## config.mk

```make
export PLATFORM = sky130hd
export DESIGN_NAME = fib_ctrl_flat
export DESIGN_NICKNAME = d
export VERILOG_FILES = /design/src/rtl/fib_pkg.sv /design/src/rtl/fib_ctrl_if.sv /design/src/rtl/fib_ctrl.sv /design/src/flat_wrapper.sv
export SDC_FILE = /design/constraint.sdc
export NUM_CORES = 1
export LEC_CHECK = 0
export ABC_AREA = 1
export BUFFER_PORTS_ARGS = -buffer_cell sky130_fd_sc_hd__buf_2
export CORE_MARGIN = 2
export CORE_UTILIZATION = 32
export CTS_BUF_LIST = sky130_fd_sc_hd__clkbuf_4
export CTS_CLUSTER_SIZE = 12
export DETAILED_ROUTE_END_ITERATION = 10
export PLACE_DENSITY = 0.63
export SLEW_MARGIN = 10
export SYNTH_ARGS = -nofsm -noshare
export SYNTH_HDL_FRONTEND = slang
export SYNTH_SLANG_ARGS = --single-unit
```

## constraint.sdc

```tcl
create_clock -name clk -period 3.2 [get_ports clk]
set_input_delay 0.32 -clock clk [delete_from_list [all_inputs] [get_ports clk]]
set_output_delay 0.32 -clock clk [all_outputs]
set_load 0.02 [all_outputs]
```

## src/rtl/fib_pkg.sv

```systemverilog
// Shared types and constants for the Fibonacci sequencer and its datapath.
package fib_pkg;

  localparam int FIB_DATA_W = 20;
  localparam int FIB_N_W    = 5;
  // Largest index whose value fits in FIB_DATA_W bits: F(30)=832040.
  localparam int FIB_N_MAX  = 30;

  typedef enum logic [2:0] {
    IDLE  = 3'd0,
    CLEAR = 3'd1,
    LOAD  = 3'd2,
    STEP  = 3'd3,
    DONE  = 3'd4,
    RESP  = 3'd5
  } fib_state_t;

endpackage

```

## src/rtl/fib_ctrl_if.sv

```systemverilog
// Request/response channels between the host-side logic and fib_ctrl.
// rsp_err is present only when FIB_CTRL_RANGE_EN is defined.
interface fib_ctrl_if
  import fib_pkg::*;
#(
  parameter int DATA_W = FIB_DATA_W,
  parameter int N_W    = FIB_N_W
);
  logic              req_valid;
  logic              req_ready;
  logic [N_W-1:0]    req_n;
  logic              rsp_valid;
  logic              rsp_ready;
  logic [DATA_W-1:0] rsp_data;
`ifdef FIB_CTRL_RANGE_EN
  logic              rsp_err;
`endif

  // Host side: issues requests, consumes responses.
  modport master (
`ifdef FIB_CTRL_RANGE_EN
    input  rsp_err,
`endif
    output req_valid, req_n, rsp_ready,
    input  req_ready, rsp_valid, rsp_data
  );

  // Controller side.
  modport slave (
`ifdef FIB_CTRL_RANGE_EN
    output rsp_err,
`endif
    input  req_valid, req_n, rsp_ready,
    output req_ready, rsp_valid, rsp_data
  );
endinterface

```

## src/rtl/fib_ctrl.sv

```systemverilog
// Sequencer for the 20-bit Fibonacci datapath (calc): clear, seed, iterate,
// then return F(n) over a valid/ready response channel.
// Optional feature: FIB_CTRL_RANGE_EN rejects n > FIB_N_MAX with rsp_err=1.
module fib_ctrl
  import fib_pkg::*;
#(
  parameter int DATA_W = FIB_DATA_W,
  parameter int N_W    = FIB_N_W
) (
  input  logic              clk,
  input  logic              rst,        // asynchronous, active low
  fib_ctrl_if.slave         bus,
  output logic              busy,
  output logic              dp_rst_ctl,
  output logic              dp_mux,
  output logic              dp_en,
  input  logic [DATA_W-1:0] dp_result
);

  fib_state_t        state_q, state_d;
  logic [N_W-1:0]    n_q, n_d;
  logic [N_W-1:0]    cnt_q, cnt_d;
  logic [DATA_W-1:0] rsp_data_q, rsp_data_d;
`ifdef FIB_CTRL_RANGE_EN
  logic              rsp_err_q, rsp_err_d;
`endif

  // State, latched index, step counter and response registers.
  always_ff @(posedge clk or negedge rst) begin
    if (!rst) begin
      state_q    <= IDLE;
      n_q        <= '0;
      cnt_q      <= '0;
      rsp_data_q <= '0;
`ifdef FIB_CTRL_RANGE_EN
      rsp_err_q  <= 1'b0;
`endif
    end else begin
      state_q    <= state_d;
      n_q        <= n_d;
      cnt_q      <= cnt_d;
      rsp_data_q <= rsp_data_d;
`ifdef FIB_CTRL_RANGE_EN
      rsp_err_q  <= rsp_err_d;
`endif
    end
  end

  // Next-state logic; the step counter holds n-2 on STEP entry so STEP
  // lasts exactly n-2 cycles and leaves when the decrement reaches zero.
  always_comb begin
    state_d    = state_q;
    n_d        = n_q;
    cnt_d      = cnt_q;
    rsp_data_d = rsp_data_q;
`ifdef FIB_CTRL_RANGE_EN
    rsp_err_d  = rsp_err_q;
`endif
    case (state_q)
      IDLE: begin
        if (bus.req_valid) begin
          n_d = bus.req_n;
`ifdef FIB_CTRL_RANGE_EN
          if (bus.req_n > N_W'(FIB_N_MAX)) begin
            // Out-of-range index bypasses the datapath entirely.
            state_d    = RESP;
            rsp_err_d  = 1'b1;
            rsp_data_d = '0;
          end else begin
            state_d    = CLEAR;
            rsp_err_d  = 1'b0;
          end
`else
          state_d = CLEAR;
`endif
        end
      end
      CLEAR: state_d = (n_q == '0) ? DONE : LOAD;
      LOAD: begin
        cnt_d   = n_q - N_W'(2);
        state_d = (n_q <= N_W'(2)) ? DONE : STEP;
      end
      STEP: begin
        cnt_d = cnt_q - N_W'(1);
        if (cnt_q == N_W'(1)) state_d = DONE;
      end
      DONE: begin
        rsp_data_d = dp_result;
        state_d    = RESP;
      end
      RESP: if (bus.rsp_ready) state_d = IDLE;
      default: state_d = IDLE;
    endcase
  end

  // Moore outputs: everything decodes from the current state only.
  always_comb begin
    dp_rst_ctl = 1'b0;
    dp_mux     = 1'b0;
    dp_en      = 1'b0;
    case (state_q)
      CLEAR: dp_rst_ctl = 1'b1;
      LOAD: begin
        dp_en  = 1'b1;
        dp_mux = 1'b1;
      end
      STEP:    dp_en = 1'b1;
      default: ;
    endcase
  end

  assign busy          = (state_q != IDLE);
  assign bus.req_ready = (state_q == IDLE);
  assign bus.rsp_valid = (state_q == RESP);
  assign bus.rsp_data  = rsp_data_q;
`ifdef FIB_CTRL_RANGE_EN
  assign bus.rsp_err   = rsp_err_q;
`endif

endmodule
```

## src/flat_wrapper.sv

```systemverilog
// flat-port wrapper written by rule: the top's interface ports become plain ports
module fib_ctrl_flat import fib_pkg::*;
#(
  parameter int DATA_W = FIB_DATA_W,
  parameter int N_W    = FIB_N_W
)
  (clk, rst, busy, dp_rst_ctl, dp_mux, dp_en, dp_result, bus_req_valid, bus_req_n, bus_rsp_ready, bus_req_ready, bus_rsp_valid, bus_rsp_data);
  fib_ctrl_if #(.DATA_W(DATA_W), .N_W(N_W)) bus_i ();
  input  logic clk;
  input  logic rst;
  output logic busy;
  output logic dp_rst_ctl;
  output logic dp_mux;
  output logic dp_en;
  input  logic [DATA_W-1:0] dp_result;
  input wire logic [$bits(bus_i.req_valid)-1:0] bus_req_valid;
  input wire logic [$bits(bus_i.req_n)-1:0] bus_req_n;
  input wire logic [$bits(bus_i.rsp_ready)-1:0] bus_rsp_ready;
  output wire logic [$bits(bus_i.req_ready)-1:0] bus_req_ready;
  output wire logic [$bits(bus_i.rsp_valid)-1:0] bus_rsp_valid;
  output wire logic [$bits(bus_i.rsp_data)-1:0] bus_rsp_data;
  assign bus_i.req_valid = bus_req_valid;
  assign bus_i.req_n = bus_req_n;
  assign bus_i.rsp_ready = bus_rsp_ready;
  assign bus_req_ready = bus_i.req_ready;
  assign bus_rsp_valid = bus_i.rsp_valid;
  assign bus_rsp_data = bus_i.rsp_data;
  fib_ctrl #(.DATA_W(DATA_W), .N_W(N_W)) u_core (.clk(clk), .rst(rst), .bus(bus_i), .busy(busy), .dp_rst_ctl(dp_rst_ctl), .dp_mux(dp_mux), .dp_en(dp_en), .dp_result(dp_result));
endmodule
```

-- Yosys cells after proc, flatten, opt, wreduce, memory -nomap -nowiden
Index checks and enable logic that the tools add are counted.
W data, S select, Z words.
- register bits: 33
- input bits: 29
- output and inout bits: 26
- logic and storage cells: 33
- add/subtract/negate cells: 2
- magnitude comparators: 1
- eq/ne operators: 9
- multiplexer cells: 10
- reduce and logical (&&, ||, !) cells: 7
- operators by type and width (cell ; count):
    $pmux W3 S6 ; 1
    $mux W3 ; 5
    $pmux W5 S2 ; 1
    $eq A3 B2 Y1 const B ; 2
    $eq A3 B3 Y1 const B ; 2
    $eq A5 B1 Y1 const B ; 1
    $le A5 B2 Y1 const B ; 1
    $logic_not A5 Y1 ; 1
    $sub A5 B1 Y5 const B ; 1
    $sub A5 B2 Y5 const B ; 1
    $ne A2 B2 Y1 const B ; 2
    $eq A3 B1 Y1 const B ; 1
    $logic_not A3 Y1 ; 1
    $mux W1 ; 3
    $reduce_and A3 Y1 ; 1
    $reduce_bool A3 Y1 ; 1
    $ne A2 B1 Y1 const B ; 1
    $reduce_and A2 Y1 ; 1
    $reduce_bool A2 Y1 ; 1
    $reduce_or A2 Y1 ; 1

-- Logic depth before layout (Yosys ltp)
Gate-level depths: netlist of the first run.
- word-level depth: 3
- gate-level depth with buffers: 9
- gate-level depth less buffers: 9

-- Worst setup path after synthesis of the first run
No wires, ideal clock.
- path kind: register -> register
- start point: register u_core.state_q[2]
- end point: register u_core.state_q[1]
- setup time: 0.071 ns
- arrival time: 1.307 ns
- required time: 3.129 ns
- setup slack: 1.822 ns
- stages on the path, launching flop included: 4
- path buffers: 0
- cell sequence: dfrtp_1 -> nor3_1 -> o21ai_0 -> nand3_1
- longest elaborated chain between the ends: 3
- elaborated cells on any way between the ends: 11
- ends and longest elaborated chain (what ; line ; RTL):
    start: declaration ; fib_ctrl.sv:20 ; fib_state_t state_q, state_d;
    start signal: assignment ; fib_ctrl.sv:39 ; state_q <= state_d;
    $eq A3 B2 Y1 (tied with other cells) ; fib_ctrl.sv:59 ; case (state_q)
    $ne A2 B1 Y1 (no source line) or $ne A2 B2 Y1 (tied branches) ; n/a ;
    $reduce_and A3 Y1 (no source line) ; n/a ;
Parallel ways exist; a longest one is shown, timed or not.
A chain may end at the register's enable or synchronous reset.

-- Worst setup path after layout of the first run
- start point: register u_core.state_q[0]
- end point: register u_core.rsp_data_q[4] (netlist: u_core.bus.rsp_data[4])
- longest elaborated chain between the ends: 1
- ends and longest elaborated chain (what ; line ; RTL):
    $eq A3 B3 Y1 ; fib_ctrl.sv:59 ;
    end signal: assignment ; fib_ctrl.sv:42 ; rsp_data_q <= rsp_data_d;
    end: declaration ; fib_ctrl.sv:23 ; logic [DATA_W-1:0] rsp_data_q, rsp_data_d;
Every way passes these cells.

==> summary.md, run 1 <==
| Metric | Value |
|---|---|
| Clock sink total | `33` |
| Fmax | `517.8 MHz` |
| ANT nets after route | `0` |
| Global Route Usage Sum | `0.1185` |
| Iter 0 DRT Violations | `30` |
| Total gr overflow | `0` |
| Hold_ws | `43.54 ps` |
| Worst-path fanout max | `21` |
| Final setup viols | `0` |
| Peak VDD IR | `0.0003045 V` |
| Antenna cells | `0` |
| Reg clk slew, reported paths | `100 ps` |
| Number of global-route vias before repair | `1054` |
| Crit Path Class | `reg -> reg` |
| PD cells | `1048 mW/mm^2` |
| First-pass GRT wire length | `4747 microns` |
| GP Congestion | `0.7244` |
| IO Pins | `55` |
| Worst path arrival time | `2150 ps` |
| Most frequent cells in the layout | `buf_2 (54), dfrtp_1 (33), nand2_1 (23)` |
| FP Rows | `25` |
| Drt total wl | `3001 microns` |
| Initial core utilization | `0.3265` |
| Nets@finish | `238` |
| Mapped Nets | `179` |
| Die Area | `0.005289 sq mm` |
| P&R area growth vs syn | `26.57%` |
| Relative slew slack | `0.3451` |
| Synth Cell Area | `0.001511 sq mm` |
| Yosys Warn Count | `0` |
| CTS tree | `yes` |
| Worst setup EP type | `register` |
| CP Launch Type | `register` |
| Max Cap Viol | `0` |
| Via-to-Cell Ratio | `4.613` |
| Number of setup buffers added after CTS | `0` |
| Largest net degree at the start of global routing | `34` |
| Die width | `72.73 microns` |
| Setup_tns | `0 ps` |
| First drt pass iteration count | `4` |
| Leakage | `0.9758 nW` |
| Status | `completed` |
| Detailed Place HPWL | `2257 microns` |
| #FFs+latches synth | `33` |
| Endpoints failing hold | `0` |
| Die Ht | `72.73 microns` |
| Final worst path period share | `0.6035` |
| Mean Syn Cell Area | `10.28 sq um` |
| Root Driver | `clkbuf_4` |
| Detailed-route via count | `1204` |
| FILL cells | `465` |
| Core box area | `0.004629 sq mm` |
| Count of input and output buffers | `54` |
| Most common cell after layout, fill and taps aside | `buf_2` |
| Skew final | `9.063 ps` |
| Worst-Margin Slew | `979.6 ps` |
| Netlist cell types | `20` |
| Synth Instances | `147` |
| DRC Markers | `0` |
| Clk_lat worst skew | `330 ps` |
| Clk buf depth | `2` |
| RSZ-0062 raised after global routing | `no` |
| Worst EP required | `3420 ps` |
| H-tree levels | `2` |
| Hold_buf cts | `0` |
| Final max-slew violation count | `0` |
| Sequential element share of the synthesized area | `0.5464` |
| Worst hold path type | `in -> async` |
| Final Critical Period | `1931 ps` |
| CTS Buf Count | `5` |
| Avg WL per Cell | `11.50 microns` |
| Resize count post-CTS | `0` |
| Initial antenna violation count | `0` |
| Share of layout cells above drive strength 1 | `0.3333` |
-- cells by family (layout without fill, tap and decap cells) --
| kind of cell | count (synthesis) | count (layout) | share of synthesized area |
|---|---|---|---|
| AO/OA/AOI/OAI | 13 | 13 | 0.04967 |
| XOR/XNOR | 2 | 2 | 0.01159 |
| multiplexers | 20 | 20 | 0.1490 |
| buffers and inverters | 20 | 80 | 0.05463 |
| adder cells (fa/ha/maj) | 3 | 3 | 0.02484 |
| flip-flops | 33 | 33 | 0.5464 |
| AND/OR/NAND/NOR | 56 | 56 | 0.1639 |
-- worst paths after layout --
| check | startpoint | to | slack, ps | depth (start not counted) |
|---|---|---|---|---|
| worst min-delay path | rst | u_core.bus.rsp_data[11]$_DFFE_PN0P_ | 40 | 1 |
| worst max-delay path | u_core.state_q[0]$_DFFE_PN0P_ | u_core.bus.rsp_data[4]$_DFFE_PN0P_ | 1270 | 3 |
| min in group clk | dp_result[15] | u_core.bus.rsp_data[15]$_DFFE_PN0P_ | 190 | 2 |
| max in group asynchronous | rst | u_core.n_q[3]$_DFFE_PN0P_ | 2660 | 1 |
| worst min register to register | u_core.bus.rsp_data[9]$_DFFE_PN0P_ | u_core.bus.rsp_data[9]$_DFFE_PN0P_ | 490 | 1 |
| worst max register to register | u_core.state_q[0]$_DFFE_PN0P_ | u_core.bus.rsp_data[4]$_DFFE_PN0P_ | 1270 | 3 |
-- stage by stage --
| step | worst slack (ps) | cells | power (mW) | cell area [sq um] | util |
|---|---|---|---|---|---|
| final | 1269 | 261 | 2.005 | 1913 | 0.4132 |
| after CTS | 1213 | 261 | 2.034 | 1913 | 0.4132 |
| after floorplan | 1822 | 147 | 1.412 | 1511 | - |
| after global routing | 1066 | 261 | 2.174 | 1913 | 0.4132 |
| after global placement | 1265 | 253 | 1.688 | 1834 | 0.3962 |
| after detailed placement | 1237 | 253 | 1.717 | 1834 | 0.3962 |
-- state kept, by name, indices dropped and copies added, names as in the netlist --
signal               count
u_core.bus.rsp_data     20
u_core.cnt_q             5
u_core.n_q               5
u_core.state_q           3
-- synth_stat cells, drive strengths merged --
cell     n  area, sq um
nor2    18        77.57
nand2   23        86.33
ha       3        37.54
xor2     1        8.760
xnor2    1        8.760
nor3     2        15.01
o21ai    4        20.02
buf      2        15.01
o221ai   2        17.52
dfrtp   33        825.8
nand3   11        55.05
nand4    1        6.260
inv     18        67.56
mux2    20        225.2
a21oi    6        30.03
nand3b   1        7.510
a22oi    1        7.510
-- routing by layer --
layer,vias to the layer above,global-route usage,routed length [microns]
met2,56,0.1758,1221
met3,8,0.04144,304
met5,-,0,0
met1,535,0.1521,1410
li1,605,-,-
met4,0,0.06173,66
-- worst max-delay path: stages, from the launching register on --
cell	delay, ps
dfrtp_1	410
inv_2	110
nand3_1	690
mux2_1	600
-- report_power, final --
| group | switching (mW) | internal [mW] |
|---|---|---|
| combinational | 0.601 | 0.353 |
| clock | 0.140 | 0.171 |
| sequential | 0.115 | 0.626 |
| total | 0.855 | 1.15 |
-- layout make-up --
type	count	area, sq um	area share
inverter	18	67.56	0.03532
tap	54	67.56	0.03532
sequential	33	825.8	0.4317
timing repair buffer	54	270.3	0.1413
clock inverter	2	33.78	0.01766
clock buffer	6	45.04	0.02354
multi-input combinational	94	603.1	0.3152
Note: power is estimated with default switching activity, not from simulation.
==> run 2: changes to the inputs <==
clock period = 1.93 ns   (was 3.2 ns; I/O delays follow)
==> run 2 against run 1 <==
  * Clock power increased by 66%
  * Power increased by 65%
  * Non-clock buffer count increased by 2
  * Register-to-register slack got worse by 660 ps
  * Combinational power increased by 65%
  * Critical path depth increased by 1
  * Sequential share of layout area decreased by 0.39 points
  * Global-route usage increased by 0.084 points
  * Die area unchanged
  * Critical endpoint is now dp_mux
==> summary.md, run 2 (same netlist as run 1, synthesis figures left out) <==
| Metric | Value |
|---|---|
| Worst-Margin Slew | `725.8 ps` |
| Root Driver | `clkbuf_4` |
| Reg clk slew, reported paths | `100 ps` |
| Share of power burned in registers | `0.370` |
| Initial antenna violation count | `0` |
| Reg2Reg Capture Point | `u_core.bus.rsp_data[7]$_DFFE_PN0P_` |
| Peak VDD IR | `0.0006638 V` |
| Worst EP required | `1740 ps` |
| Core box area | `0.004629 sq mm` |
| Worst hold path depth | `2` |
| Total power | `3.317 mW` |
| Max Cap Viol | `0` |
| Count of input and output buffers | `54` |
| Largest net degree at the start of global routing | `34` |
| Clk_lat worst skew | `330 ps` |
| GP Congestion | `0.6862` |
| Total gr overflow | `0` |
| Number of setup buffers added after CTS | `0` |
| Worst-path fanout max | `7` |
| Clock sink total | `33` |
| Final worst path period share | `0.8487` |
| P&R area growth vs syn | `27.73%` |
| Initial core utilization | `0.3265` |
| Die Area | `0.005289 sq mm` |
| CP Launch Type | `register` |
| DRC Markers | `0` |
| Avg WL per Cell | `11.03 microns` |
| IO Pins | `55` |
| PD cells | `1718 mW/mm^2` |
| Gate power share | `0.474` |
| Share of layout cells above drive strength 1 | `0.3349` |
| Worst reg-to-reg setup slack | `610 ps` |
| R2r worst-path depth | `3` |
| Via-to-Cell Ratio | `4.612` |
| Final max-slew violation count | `0` |
| Endpoints failing hold | `0` |
| Net Sw Frac | `0.4245` |
| Setup_tns | `0 ps` |
| Worst setup EP type | `primary output` |
| FILL cells | `466` |
| ANT nets after route | `0` |
| Detailed Place HPWL | `2192 microns` |
| Die Ht | `72.73 microns` |
| Min-delay src | `dp_result[2]` |
| Final Critical Period | `1638 ps` |
| Area of the multi-input gates | `603.1 sq um` |
| Hold Path End | `u_core.bus.rsp_data[2]$_DFFE_PN0P_` |
| Worst path arrival time | `1450 ps` |
| Iter 0 DRT Violations | `39` |
| Most frequent cells in the layout | `buf_2 (54), dfrtp_1 (33), nand2_1 (23)` |
| Final setup viols | `0` |
| Nets@finish | `240` |
| Clock network fraction of total power | `0.156` |
| Global Route Usage Sum | `0.1193` |
| FP Rows | `25` |
| Reg-to-Reg Start | `u_core.state_q[2]$_DFFE_PN0P_` |
| Skew final | `4.266 ps` |
| Crit Path Class | `reg -> out` |
| Resize count post-CTS | `0` |
| Total area of sequential cells | `825.8 sq um` |
| Fmax | `610.5 MHz` |
| Largest register FFs | `20` |
| CTS tree | `yes` |
| H-tree levels | `2` |
| Die width | `72.73 microns` |
| CTS Buf Count | `5` |
| Detailed-route via count | `1213` |
| Psw | `1.408 mW` |
| Antenna cells | `0` |
| Worst hold path type | `in -> reg` |
| First drt pass iteration count | `4` |
| First-pass GRT wire length | `4788 microns` |
| RSZ-0062 raised after global routing | `no` |
| Relative slew slack | `0.5161` |
| Leakage | `0.9842 nW` |
| Most common cell after layout, fill and taps aside | `buf_2` |
| Clk buf depth | `2` |
| Drt total wl | `2900 microns` |
| Status | `completed` |
| Number of global-route vias before repair | `1110` |
| Pint | `1.909 mW` |
run 2: power groups by stage:
stage | combinational (mW) | sequential [mW] | clock (mW)
6_report | 1.57 | 1.23 | 0.517
5_1_grt | 1.78 | 1.27 | 0.573
4_1_cts | 1.60 | 1.23 | 0.535
3_5_place_dp | 1.59 | 1.25 | 0
3_3_place_gp | 1.58 | 1.23 | 0
2_1_floorplan | 0.833 | 1.51 | 0
run 2: critical path, stage by stage, from the launching register on:
cell and delay (ps):
dfrtp_1 450, inv_2 80, nand2_1 90, nor2_2 260
buf_2 230
run 2: metal layers:
layer,track usage,share of wire
met2,0.1818,0.41
met5,0,0
met1,0.1502,0.49
met3,0.05663,0.097
met4,0.03704,0.0045
run 2: worst max-delay path by stage:
stage	from	end	slack [ps]	cells past startpoint
after CTS	u_core.state_q[2]$_DFFE_PN0P_	dp_mux	280	4
after global placement	u_core.state_q[2]$_DFFE_PN0P_	u_core.bus.rsp_data[15]$_DFFE_PN0P_	620	3
after detailed placement	u_core.state_q[2]$_DFFE_PN0P_	u_core.bus.rsp_data[7]$_DFFE_PN0P_	610	3
after floorplan	u_core.state_q[2]$_DFFE_PN0P_	u_core.state_q[1]$_DFFE_PN0P_	550	3
final	u_core.state_q[2]$_DFFE_PN0P_	dp_mux	290	4
after global routing	u_core.state_q[2]$_DFFE_PN0P_	dp_mux	170	4
run 2: through the flow:
| stage | cell area, sq um | utilization | setup slack [ps] | std cells | hold WS [ps] |
|---|---|---|---|---|---|
| 2_1_floorplan | 1511 | - | 552.2 | 147 | -102.6 |
| 3_3_place_gp | 1842 | 0.3978 | 619.3 | 254 | 291.2 |
| 3_5_place_dp | 1842 | 0.3978 | 611.0 | 254 | 295.4 |
| 4_1_cts | 1931 | 0.4170 | 275.8 | 263 | 51.03 |
| 5_1_grt | 1931 | 0.4170 | 171.7 | 263 | 34.71 |
| 6_report | 1931 | 0.4170 | 292.0 | 263 | 68.42 |
run 2: layout make-up:
type	count	share of cell area
well taps	54	0.03500
clock buffers	6	0.02333
clock inverters	2	0.01750
inverters	18	0.03500
multi-input cells	94	0.3124
flip-flops and latches	33	0.4277
repair buffers	56	0.1491
run 2: repair_timing:
action / 4_1_cts / 5_1_grt
endpoints found under the setup margin: 0 / 0
endpoints found under the hold margin: 33 / 0
hold buffers: 1 / 0
==> run 3: changes to the inputs <==
clock period = 1.65 ns   (was 1.93 ns; I/O delays follow)
==> run 3 against run 2 <==
  * Register-to-register slack lost 320 ps
  * Largest power group unchanged
  * Final area grew 0.71%
  * Power grew 14%
  * Sequential share of layout area is 0.30 points lower
  * Flip-flop and latch count did not move
  * Worst setup slack lost 200 ps
  * Final cell count increased by 0.76%
  * Die area is the same
  * Sequential power increased by 18%
  * Count of clock-buffer cells in the layout unchanged
==> summary.md, run 3 (same netlist as run 1, synthesis figures left out) <==
| Metric | Value |
|---|---|
| Status | `completed` |
| Metal2 WL | `1194 microns` |
| Final Critical Period | `1561 ps` |
| Max layer used | `met4` |
| CP max stage delay | `470 ps` |
| Share of power burned in registers | `0.383` |
| PD cells | `1940 mW/mm^2` |
| Total area of sequential cells | `825.8 sq um` |
| Nets@finish | `242` |
| Clk_lat worst skew | `320 ps` |
| Most frequent cells in the layout | `buf_2 (54), dfrtp_1 (33), nand2_1 (23)` |
| Setup_tns | `0 ps` |
| Area after DPL | `0.001862 sq mm` |
| Peak VDD IR | `0.0006251 V` |
| Fmax | `640.6 MHz` |
| Detailed-route via count | `1192` |
| FP Rows | `25` |
| Endpoints failing hold | `0` |
| Die Ht | `72.73 microns` |
| Wl on met1 | `1362 microns` |
| Metal3 WL | `263 microns` |
| Die width | `72.73 microns` |
| Post-route cell area | `0.001944 sq mm` |
| Core box area | `0.004629 sq mm` |
| Largest register FFs | `20` |
| GP Congestion | `0.7557` |
| Iter 0 DRT Violations | `43` |
| Core Util, Final | `0.4200` |
| FILL cells | `463` |
| Reg clk slew, reported paths | `100 ps` |
| CTS Buf Count | `5` |
| Root Driver | `clkbuf_4` |
| Final setup viols | `0` |
| Skew final | `7.288 ps` |
| CP Launch Type | `register` |
| Detailed Place HPWL | `2165 microns` |
| Worst-Margin Slew | `412.1 ps` |
| RSZ-0062 raised after global routing | `no` |
| Psw | `1.657 mW` |
| Avg WL per Cell | `10.80 microns` |
| Antenna cells | `0` |
| Count of input and output buffers | `54` |
| First-pass GRT wire length | `4685 microns` |
| Worst path arrival time | `1400 ps` |
| Crit Path Class | `reg -> out` |
| Die Area | `0.005289 sq mm` |
| Area of the multi-input gates | `613.1 sq um` |
| Drt total wl | `2862 microns` |
| Worst setup EP type | `primary output` |
| First drt pass iteration count | `4` |
| Worst-path fanout max | `5` |
| CP cell instances | `inv_2, nand2_1, nor2_4, buf_2` |
| Setup WS pre-CTS | `342.7 ps` |
| IO Pins | `55` |
| DRC Markers | `0` |
| Largest net degree at the start of global routing | `34` |
| Clock network fraction of total power | `0.117` |
| Final WS setup | `89.04 ps` |
| Initial core utilization | `0.3265` |
| ANT nets after route | `0` |
| Clk buf depth | `2` |
| Net Sw Frac | `0.4393` |
| Clock sink total | `33` |
| Relative slew slack | `0.7253` |
| CTS tree | `yes` |
| Share of layout cells above drive strength 1 | `0.3507` |
| Leakage | `0.9946 nW` |
| Pint | `2.115 mW` |
| Most common cell after layout, fill and taps aside | `buf_2` |
| H-tree levels | `2` |
| CP max stage cell | `dfrtp_1` |
| Worst hold path type | `in -> reg` |
| Total power | `3.773 mW` |
| Total gr overflow | `0` |
| Number of global-route vias before repair | `1056` |
| Initial antenna violation count | `0` |
| Max Cap Viol | `0` |
| Final max-slew violation count | `0` |
| Worst EP required | `1480 ps` |
| Via-to-Cell Ratio | `4.498` |
| Global Route Usage Sum | `0.1174` |
| Gate power share | `0.500` |
| P&R area growth vs syn | `28.64%` |
| Final worst path period share | `0.9460` |
-- run 3: changes by cell type in the layout (fill, tap and decap cells not counted) --
cell and change:
clkinv_2 +2, buf_12 +1, buf_4 +1, bufinv_16 -1, clkinv_1 -1, nor2_2 -1
nor2_4 +1, nor3_1 -1, nor3_2 +1
-- run 3: path summary, 6_finish.rpt --
kind                                                      from                                  end  slack [ps]  depth (start not counted)
setup / recovery                 u_core.state_q[2]$_DFFE_PN0P_                               dp_mux          90                          4
min in group asynchronous                                  rst  u_core.bus.rsp_data[19]$_DFFE_PN0P_         380                          3
setup reg to reg                 u_core.state_q[2]$_DFFE_PN0P_        u_core.state_q[2]$_DFFE_PN0P_         290                          8
hold reg to reg            u_core.bus.rsp_data[12]$_DFFE_PN0P_  u_core.bus.rsp_data[12]$_DFFE_PN0P_         490                          1
max in group asynchronous                                  rst        u_core.state_q[0]$_DFFE_PN0P_         970                          3
hold / removal                                    dp_result[6]   u_core.bus.rsp_data[6]$_DFFE_PN0P_          40                          2
-- run 3: cell type report --
cell class / instances / share of cell area
clock inverter: 2 / 0.005148
multi-input combinational: 94 / 0.3153
timing repair buffer: 58 / 0.1622
inverter: 18 / 0.03475
clock buffer: 6 / 0.02317
tap: 54 / 0.03475
sequential: 33 / 0.4247
-- run 3: layer usage --
| metal | vias to the layer above | GRT usage |
|---|---|---|
| met1 | 525 | 0.1462 |
| li1 | 613 | - |
| met3 | 5 | 0.04420 |
| met4 | 0 | 0.04938 |
| met5 | - | 0 |
| met2 | 49 | 0.1828 |
-- run 3: stage by stage --
step	std cells	hold slack (ps)
after floorplan	147	-130.6
after detailed placement	255	216.0
after global placement	255	216.2
final	265	41.67
after CTS	264	22.61
after global routing	265	16.09
-- run 3: critical path: cells and delay by family, from the launching register on --
| family | cells | cell delay [ps] |
|---|---|---|
| flip-flops | 1 | 470 |
| AND/OR/NAND/NOR | 2 | 330 |
| buffers and inverters | 2 | 280 |
-- run 3: power by group through the flow --
stage	logic, mW	clock network, mW	registers (mW)
after CTS	1.89	0.474	1.44
final	1.89	0.441	1.45
after detailed placement	1.87	0	1.46
after global placement	1.86	0	1.44
after global routing	2.13	0.504	1.50
after floorplan	0.974	0	1.76
-- run 3: timing repair --
action,4_1_cts,5_1_grt
setup endpoints to repair,1,2
pin swaps,0,1
gates resized for setup,1,1
setup buffers,0,1
endpoints found under the hold margin,33,0
hold buffers,1,0
